File: config.mk
export PLATFORM = sky130hd
export DESIGN_NAME = reg_cmd_ctrl
export DESIGN_NICKNAME = d
export VERILOG_FILES = /design/src/rtl/reg_cmd_ctrl_pkg.sv /design/src/rtl/reg_cmd_timeout_cnt.sv /design/src/rtl/reg_cmd_ctrl.sv
export SDC_FILE = /design/constraint.sdc
export NUM_CORES = 1
export LEC_CHECK = 0
export CAP_MARGIN = 20
export CELL_PAD_IN_SITES_DETAIL_PLACEMENT = 1
export CELL_PAD_IN_SITES_GLOBAL_PLACEMENT = 1
export CORE_UTILIZATION = 28
export CTS_CLUSTER_SIZE = 10
export DETAILED_ROUTE_END_ITERATION = 10
export PLACE_DENSITY = 0.71
export SLEW_MARGIN = 15
export SYNTH_ARGS = -nofsm -noshare
export SYNTH_HDL_FRONTEND = slang
export SYNTH_SLANG_ARGS = --single-unit
export TNS_END_PERCENT = 1
File: constraint.sdc
create_clock -name CLK -period 1.8 [get_ports CLK]
set_clock_uncertainty 0.15 [all_clocks]
set_input_delay 0.36 -clock CLK [delete_from_list [all_inputs] [get_ports CLK]]
set_output_delay 0.36 -clock CLK [all_outputs]
set_load 0.02 [all_outputs]
File: src/rtl/reg_cmd_ctrl_pkg.sv
// reg_cmd_ctrl_pkg
//   Shared constants for the register command controller:
//   - command bytes (write / read) and the error response byte
//   - FSM state encoding
package reg_cmd_ctrl_pkg;

  localparam logic [7:0] CMD_WR  = 8'hAA;
  localparam logic [7:0] CMD_RD  = 8'hBB;
  localparam logic [7:0] ERR_RSP = 8'hEE;

  localparam logic [2:0] ENC_IDLE    = 3'd0;
  localparam logic [2:0] ENC_WR_ADDR = 3'd1;
  localparam logic [2:0] ENC_WR_DATA = 3'd2;
  localparam logic [2:0] ENC_WR_EXEC = 3'd3;
  localparam logic [2:0] ENC_RD_ADDR = 3'd4;
  localparam logic [2:0] ENC_RD_EXEC = 3'd5;
  localparam logic [2:0] ENC_RD_WAIT = 3'd6;
  localparam logic [2:0] ENC_TX_SEND = 3'd7;

  typedef enum logic [2:0] {
    ST_IDLE    = ENC_IDLE,
    ST_WR_ADDR = ENC_WR_ADDR,
    ST_WR_DATA = ENC_WR_DATA,
    ST_WR_EXEC = ENC_WR_EXEC,
    ST_RD_ADDR = ENC_RD_ADDR,
    ST_RD_EXEC = ENC_RD_EXEC,
    ST_RD_WAIT = ENC_RD_WAIT,
    ST_TX_SEND = ENC_TX_SEND
  } state_t;

endpackage

File: src/rtl/reg_cmd_timeout_cnt.sv
// reg_cmd_timeout_cnt
//   Clearable up-counter used to bound the wait for read data.
//   Ports:
//     clk, rst  : clock, asynchronous active-high reset
//     i_clr     : clear count to zero (has priority over i_inc)
//     i_inc     : increment count by one
//     o_term    : high when the count is LIMIT-1, i.e. the increment taken
//                 this cycle brings the count to LIMIT
module reg_cmd_timeout_cnt #(
  parameter int LIMIT = 15
) (
  input  logic clk,
  input  logic rst,
  input  logic i_clr,
  input  logic i_inc,
  output logic o_term
);

  localparam int W = $clog2(LIMIT + 1);

  logic [W-1:0] r_cnt;

  always_ff @(posedge clk or posedge rst) begin
    if (rst) begin
      r_cnt <= '0;
    end else if (i_clr) begin
      r_cnt <= '0;
    end else if (i_inc) begin
      r_cnt <= r_cnt + W'(1);
    end
  end

  assign o_term = (r_cnt == W'(LIMIT - 1));

endmodule

File: src/rtl/reg_cmd_ctrl.sv
// reg_cmd_ctrl
//   Decodes UART byte frames into register-file strobes and returns read
//   data to the UART transmitter.
//     Write frame: AA, addr, data  -> one-cycle WrEn
//     Read frame : BB, addr        -> one-cycle RdEn, wait for RdData_Valid,
//                                     then send the byte via TX handshake
//   Ports:
//     CLK, RST            : clock, asynchronous active-high reset
//     RX_P_DATA, RX_D_VLD : received byte and its one-cycle strobe
//     RdData, RdData_Valid: register-file read return
//     TX_Busy             : transmitter busy, holds off TX_D_VLD
//     WrEn, RdEn          : register-file strobes (mutually exclusive)
//     Address, WrData     : latched frame fields, stable until next frame
//     TX_P_DATA, TX_D_VLD : byte to transmit and its one-cycle strobe
//   Handshake: RX_D_VLD and RdData_Valid are single-cycle strobes with no
//   back-pressure; a byte is consumed only in states that expect one and is
//   otherwise dropped. TX_D_VLD is raised only in a cycle with TX_Busy low.
//   Build option: REG_CMD_ERR_RSP_EN -- unknown command bytes and read
//   timeouts send ERR_RSP (8'hEE) instead of being silently dropped.
module reg_cmd_ctrl
  import reg_cmd_ctrl_pkg::*;
#(
  parameter int DATA_WIDTH    = 8,
  parameter int ADDRESS_WIDTH = 4,
  parameter int RD_TIMEOUT    = 15
) (
  input  logic                     CLK,
  input  logic                     RST,
  input  logic [DATA_WIDTH-1:0]    RX_P_DATA,
  input  logic                     RX_D_VLD,
  input  logic [DATA_WIDTH-1:0]    RdData,
  input  logic                     RdData_Valid,
  input  logic                     TX_Busy,
  output logic                     WrEn,
  output logic                     RdEn,
  output logic [ADDRESS_WIDTH-1:0] Address,
  output logic [DATA_WIDTH-1:0]    WrData,
  output logic [DATA_WIDTH-1:0]    TX_P_DATA,
  output logic                     TX_D_VLD
);

  state_t r_state;
  state_t w_next;

  logic [ADDRESS_WIDTH-1:0] r_addr;
  logic [DATA_WIDTH-1:0]    r_wdata;
  logic [DATA_WIDTH-1:0]    r_tx_data;

  logic w_is_wr_cmd;
  logic w_is_rd_cmd;
  logic w_tmo_term;
  logic w_lat_addr;
  logic w_lat_data;
  logic w_rd_capture;
  logic w_tmo_expire;

  assign w_is_wr_cmd  = (RX_P_DATA == DATA_WIDTH'(CMD_WR));
  assign w_is_rd_cmd  = (RX_P_DATA == DATA_WIDTH'(CMD_RD));
  assign w_lat_addr   = RX_D_VLD && ((r_state == ST_WR_ADDR) || (r_state == ST_RD_ADDR));
  assign w_lat_data   = RX_D_VLD && (r_state == ST_WR_DATA);
  assign w_rd_capture = (r_state == ST_RD_WAIT) && RdData_Valid;
  // Valid data on the final wait cycle still wins over the timeout.
  assign w_tmo_expire = (r_state == ST_RD_WAIT) && !RdData_Valid && w_tmo_term;

  reg_cmd_timeout_cnt #(
    .LIMIT (RD_TIMEOUT)
  ) u_tmo (
    .clk    (CLK),
    .rst    (RST),
    .i_clr  (r_state == ST_RD_EXEC),
    .i_inc  ((r_state == ST_RD_WAIT) && !RdData_Valid),
    .o_term (w_tmo_term)
  );

  always_ff @(posedge CLK or posedge RST) begin
    if (RST) begin
      r_state <= ST_IDLE;
    end else begin
      r_state <= w_next;
    end
  end

  always_comb begin
    w_next = r_state;
    case (r_state)
      ST_IDLE: begin
        if (RX_D_VLD) begin
          if (w_is_wr_cmd) begin
            w_next = ST_WR_ADDR;
          end else if (w_is_rd_cmd) begin
            w_next = ST_RD_ADDR;
          end else begin
`ifdef REG_CMD_ERR_RSP_EN
            w_next = ST_TX_SEND;
`else
            w_next = ST_IDLE;
`endif
          end
        end
      end
      ST_WR_ADDR: if (RX_D_VLD) w_next = ST_WR_DATA;
      ST_WR_DATA: if (RX_D_VLD) w_next = ST_WR_EXEC;
      ST_WR_EXEC: w_next = ST_IDLE;
      ST_RD_ADDR: if (RX_D_VLD) w_next = ST_RD_EXEC;
      ST_RD_EXEC: w_next = ST_RD_WAIT;
      ST_RD_WAIT: begin
        if (w_rd_capture) begin
          w_next = ST_TX_SEND;
        end else if (w_tmo_expire) begin
`ifdef REG_CMD_ERR_RSP_EN
          w_next = ST_TX_SEND;
`else
          w_next = ST_IDLE;
`endif
        end
      end
      ST_TX_SEND: if (!TX_Busy) w_next = ST_IDLE;
      default:    w_next = ST_IDLE;
    endcase
  end

  always_ff @(posedge CLK or posedge RST) begin
    if (RST) begin
      r_addr    <= '0;
      r_wdata   <= '0;
      r_tx_data <= '0;
    end else begin
      if (w_lat_addr) r_addr <= RX_P_DATA[ADDRESS_WIDTH-1:0];
      if (w_lat_data) r_wdata <= RX_P_DATA;
      if (w_rd_capture) begin
        r_tx_data <= RdData;
      end
`ifdef REG_CMD_ERR_RSP_EN
      else if (w_tmo_expire ||
               ((r_state == ST_IDLE) && RX_D_VLD && !w_is_wr_cmd && !w_is_rd_cmd)) begin
        r_tx_data <= DATA_WIDTH'(ERR_RSP);
      end
`endif
    end
  end

  always_comb begin
    WrEn     = 1'b0;
    RdEn     = 1'b0;
    TX_D_VLD = 1'b0;
    case (r_state)
      ST_WR_EXEC: WrEn     = 1'b1;
      ST_RD_EXEC: RdEn     = 1'b1;
      ST_TX_SEND: TX_D_VLD = !TX_Busy;
      default: ;
    endcase
  end

  assign Address   = r_addr;
  assign WrData    = r_wdata;
  assign TX_P_DATA = r_tx_data;

endmodule

==> flow_summary_export.csv <==
group,metric,value,unit
power_and_ir_drop,p_seq_share,35.4,%
critical_path,critPathMaxFanout,2,
final_layout,fin_nets,197,
clock_network,cts_sinks,27,
critical_path,r2r-end,"WrData[1]",
place,port_buffers,43,
timing,fmax,0.565,GHz
drt,antenna_left,0,
timing,maxSlewViolCount,0,
power_and_ir_drop,max-vdd-ir-drop,0.682,mV
drt,first_pass_iters,6,
drt,vias,1125,
die,core_area,0.00447,mm2
logic_synthesis,avgSynthCellArea,11.8,um2
clock_network,htreeDepth,1,
critical_path,crit_slowest_cell,"clkdlybuf4s50_1",
power_and_ir_drop,comb_power_share,51.3,%
drt,drtIter0Drc,39,
timing,finalCritPeriodShare,98.3,%
critical_path,cp.required,1.29,ns
clock_network,cts_tree,"done",
critical_path,reg2reg_slack,0.12,ns
final_layout,fin_cells,225,
grt,grt_first_pass_wirelength,6030,um
final_layout,diodes,0,
clock_network,clock_latency,0.27,ns
logic_synthesis,async_flop_share,100,%
critical_path,critPathKind,"reg2out",
critical_path,arrival,1.26,ns
power_and_ir_drop,power_switching,0.950,mW
power_and_ir_drop,p_leak,0.915,nW
critical_path,cp.depth,1,
critical_path,critical_path_buf_inv_count,1,
power_and_ir_drop,total_power,2.57,mW
timing,setup_violations,0,
logic_synthesis,netlist_area,0.00134,mm2
place,dp.cells,221,
grt,grt_max_degree,28,
drt,drc,0,
critical_path,r2r_cells,5,
clock_network,clockBufferDepth,2,
critical_path,start_kind,"flip-flop",
timing,final_hold_viol_count,0,
power_and_ir_drop,p_clk_share,13.3,%
critical_path,crit_chain,"clkdlybuf4s50_1",
critical_path,path_delay_family,"buffers and inverters",
drt,vias_per_cell,5.00,
drt,wirelength,3610,um
hold_path,min_path_type,"in2async",
logic_synthesis,synth_edf_count,0,
clock_network,clkTransAtPathRegs,0.09,ns
final_layout,area_delta_synth_final,50.7,%
timing,rsz0062_at_grt,"yes",
clock_network,cts_inserted_buffers,3,
final_layout,layout-drive-gt1-share,30.6,%
timing,worst_pin_slew,0.343,ns
die,start_util,29.9,%
critical_path,critPathCaptureType,"primary output",
grt,grt_use_met1,18.5,%
power_and_ir_drop,internal-power,1.62,mW
timing,fin_crit,1.77,ns
run_status,outcome,"completed",
timing,relSlewSlack,77.2,%
power_and_ir_drop,power.density,1280,mW/mm2
grt,grt_pass1_vias,1253,
grt,antenna_found_initial,0,
logic_synthesis,synth_ff_type,"dfrtp_1",
place,gp_congestion,0.746,
die,fp-row-count,24,
final_layout,fin_util,45.0,%
place,dp_hpwl,2740,um
die,io_pins,44,
grt,grt.met3_usage,0.285,%
grt,overflow,0,
die,die_height,71.1,um
power_and_ir_drop,swShare,37.0,%
logic_synthesis,synth_fp_nets,136,
critical_path,r2r-start,"r_state[1]",
grt,grt.total_usage,15.4,%
logic_synthesis,yosys_warnings,0,
grt,use_met2,29.2,%
logic_synthesis,synth_cells,113,
flow_run,timing.max_cap.violations,0,
logic_synthesis,ys_types,35,
drt,post_drt_wl_per_cell,16.0,um
logic_synthesis,synth-seq-cells,27,
die,die_w,71.1,um
die,dieArea,0.00505,mm2
critical_path,slowest_delay,0.64,ns
logic_synthesis,ys_seq_area_share,50.6,%
grt,busiest_layer,"met2",
clock_network,clockRootBuffer,"clkbuf_8",
-- power groups by stage --
stage	clock network, mW	logic, mW	registers [mW]
floorplan	0	0.531	1.10
global placement	0	1.27	0.908
CTS	0.357	1.31	0.913
detailed placement	0	1.31	0.924
global route	0.373	1.41	0.934
finish	0.341	1.32	0.910
-- repair_timing --
| action | 4_1_cts | 5_1_grt |
|---|---|---|
| pin swaps | 0 | 1 |
| endpoints found under the setup margin | 4 | 14 |
| hold buffers | 0 | 0 |
| setup buffers | 0 | 0 |
| gates resized for setup | 7 | 7 |
-- registers in the layout, summed over array words and instances, names as in the netlist --
| signal | count |
|---|---|
| WrData | 8 |
| r_state | 3 |
| u_tmo.r_cnt | 4 |
| Address | 4 |
| TX_P_DATA | 8 |
-- cell usage after synthesis (all sizes together) (2+ instances only) --
master | number | area share (%)
ha | 2 | 1.9
nand2 | 6 | 1.7
buf | 6 | 3.4
nor3 | 5 | 1.9
nand4 | 2 | 0.94
nand3 | 4 | 1.9
o2bb2ai | 3 | 2.0
nor2b | 2 | 0.94
dfrtp | 27 | 51
nor2 | 6 | 1.9
and3 | 2 | 0.94
inv | 5 | 1.4
mux2 | 20 | 17
o21ai | 4 | 1.5
nand2b | 2 | 0.94
a21oi | 3 | 1.1
-- layout by cell type (no fill, tap or decap), drive strengths merged, types with 2 or more instances in the layout --
master / synthesis / routed
mux2: 20 / 20
nand2b: 2 / 2
dlygate4sd2: 0 / 2
nand4: 2 / 2
clkdlybuf4s50: 0 / 38
dlymetal6s2s: 0 / 2
nor2b: 2 / 2
ha: 2 / 2
inv: 5 / 5
and3: 2 / 2
nor2: 6 / 6
nand3: 4 / 4
nand2: 6 / 6
o21ai: 4 / 4
clkbuf: 1 / 4
o2bb2ai: 3 / 3
nor3: 5 / 5
a21oi: 3 / 3
buf: 6 / 21
dfrtp: 27 / 27
-- worst max-delay path by stage --
stage / startpoint / to / slack, ns
after floorplan: r_state[0] / TX_D_VLD / 0.13
after detailed placement: RX_P_DATA[5] / r_state[0] / -0.35
after global placement: TX_Busy / TX_D_VLD / -0.30
final: WrData[3] / WrData[3] / 0.03
after global routing: Address[3] / Address[3] / -0.005
after CTS: WrData[4] / WrData[4] / 0.002
-- per-stage QoR --
stage | hold slack, ns | area [um2] | setup TNS (ns) | setup slack [ns]
floorplan | 0.263 | 1340 | 0 | 0.130
global placement | 0.340 | 1940 | -2.18 | -0.296
detailed placement | 0.346 | 1940 | -2.69 | -0.354
CTS | 0.305 | 1990 | 0 | 0.00247
global route | 0.318 | 2010 | -0.00681 | -0.00466
finish | 0.292 | 2010 | 0 | 0.0299
-- cell families (layout without fill, tap and decap cells) --
logic type | count (synthesis) | after routing | share of synthesized area (%)
XOR/XNOR | 1 | 1 | 0.656
AO/OA/AOI/OAI | 16 | 16 | 8.61
adder cells (fa/ha/maj) | 3 | 3 | 2.62
multiplexers | 20 | 20 | 16.9
buffers and inverters | 12 | 72 | 5.06
AND/OR/NAND/NOR | 34 | 34 | 15.6
flip-flops | 27 | 27 | 50.6
-- per-layer routing --
metal / share of wire [%] / routed length (um)
met4: 2.0 / 72
met2: 55 / 1990
met5: 0 / 0
met1: 41 / 1480
met3: 1.9 / 68
-- layout make-up --
| class | instances | area, um2 |
|---|---|---|
| well taps | 52 | 65.1 |
| repair buffers | 63 | 578 |
| multi-input cells | 74 | 629 |
| fillers | 492 | 2460 |
| clock buffers | 4 | 45.0 |
| flip-flops and latches | 27 | 677 |
| inverters | 5 | 18.8 |
-- tightest hold or removal path: cells and delay by family --
kind	cells	cell delay (ns)
buffers and inverters	3	0.76
No activity file was read; power rests on OpenSTA's default activity.
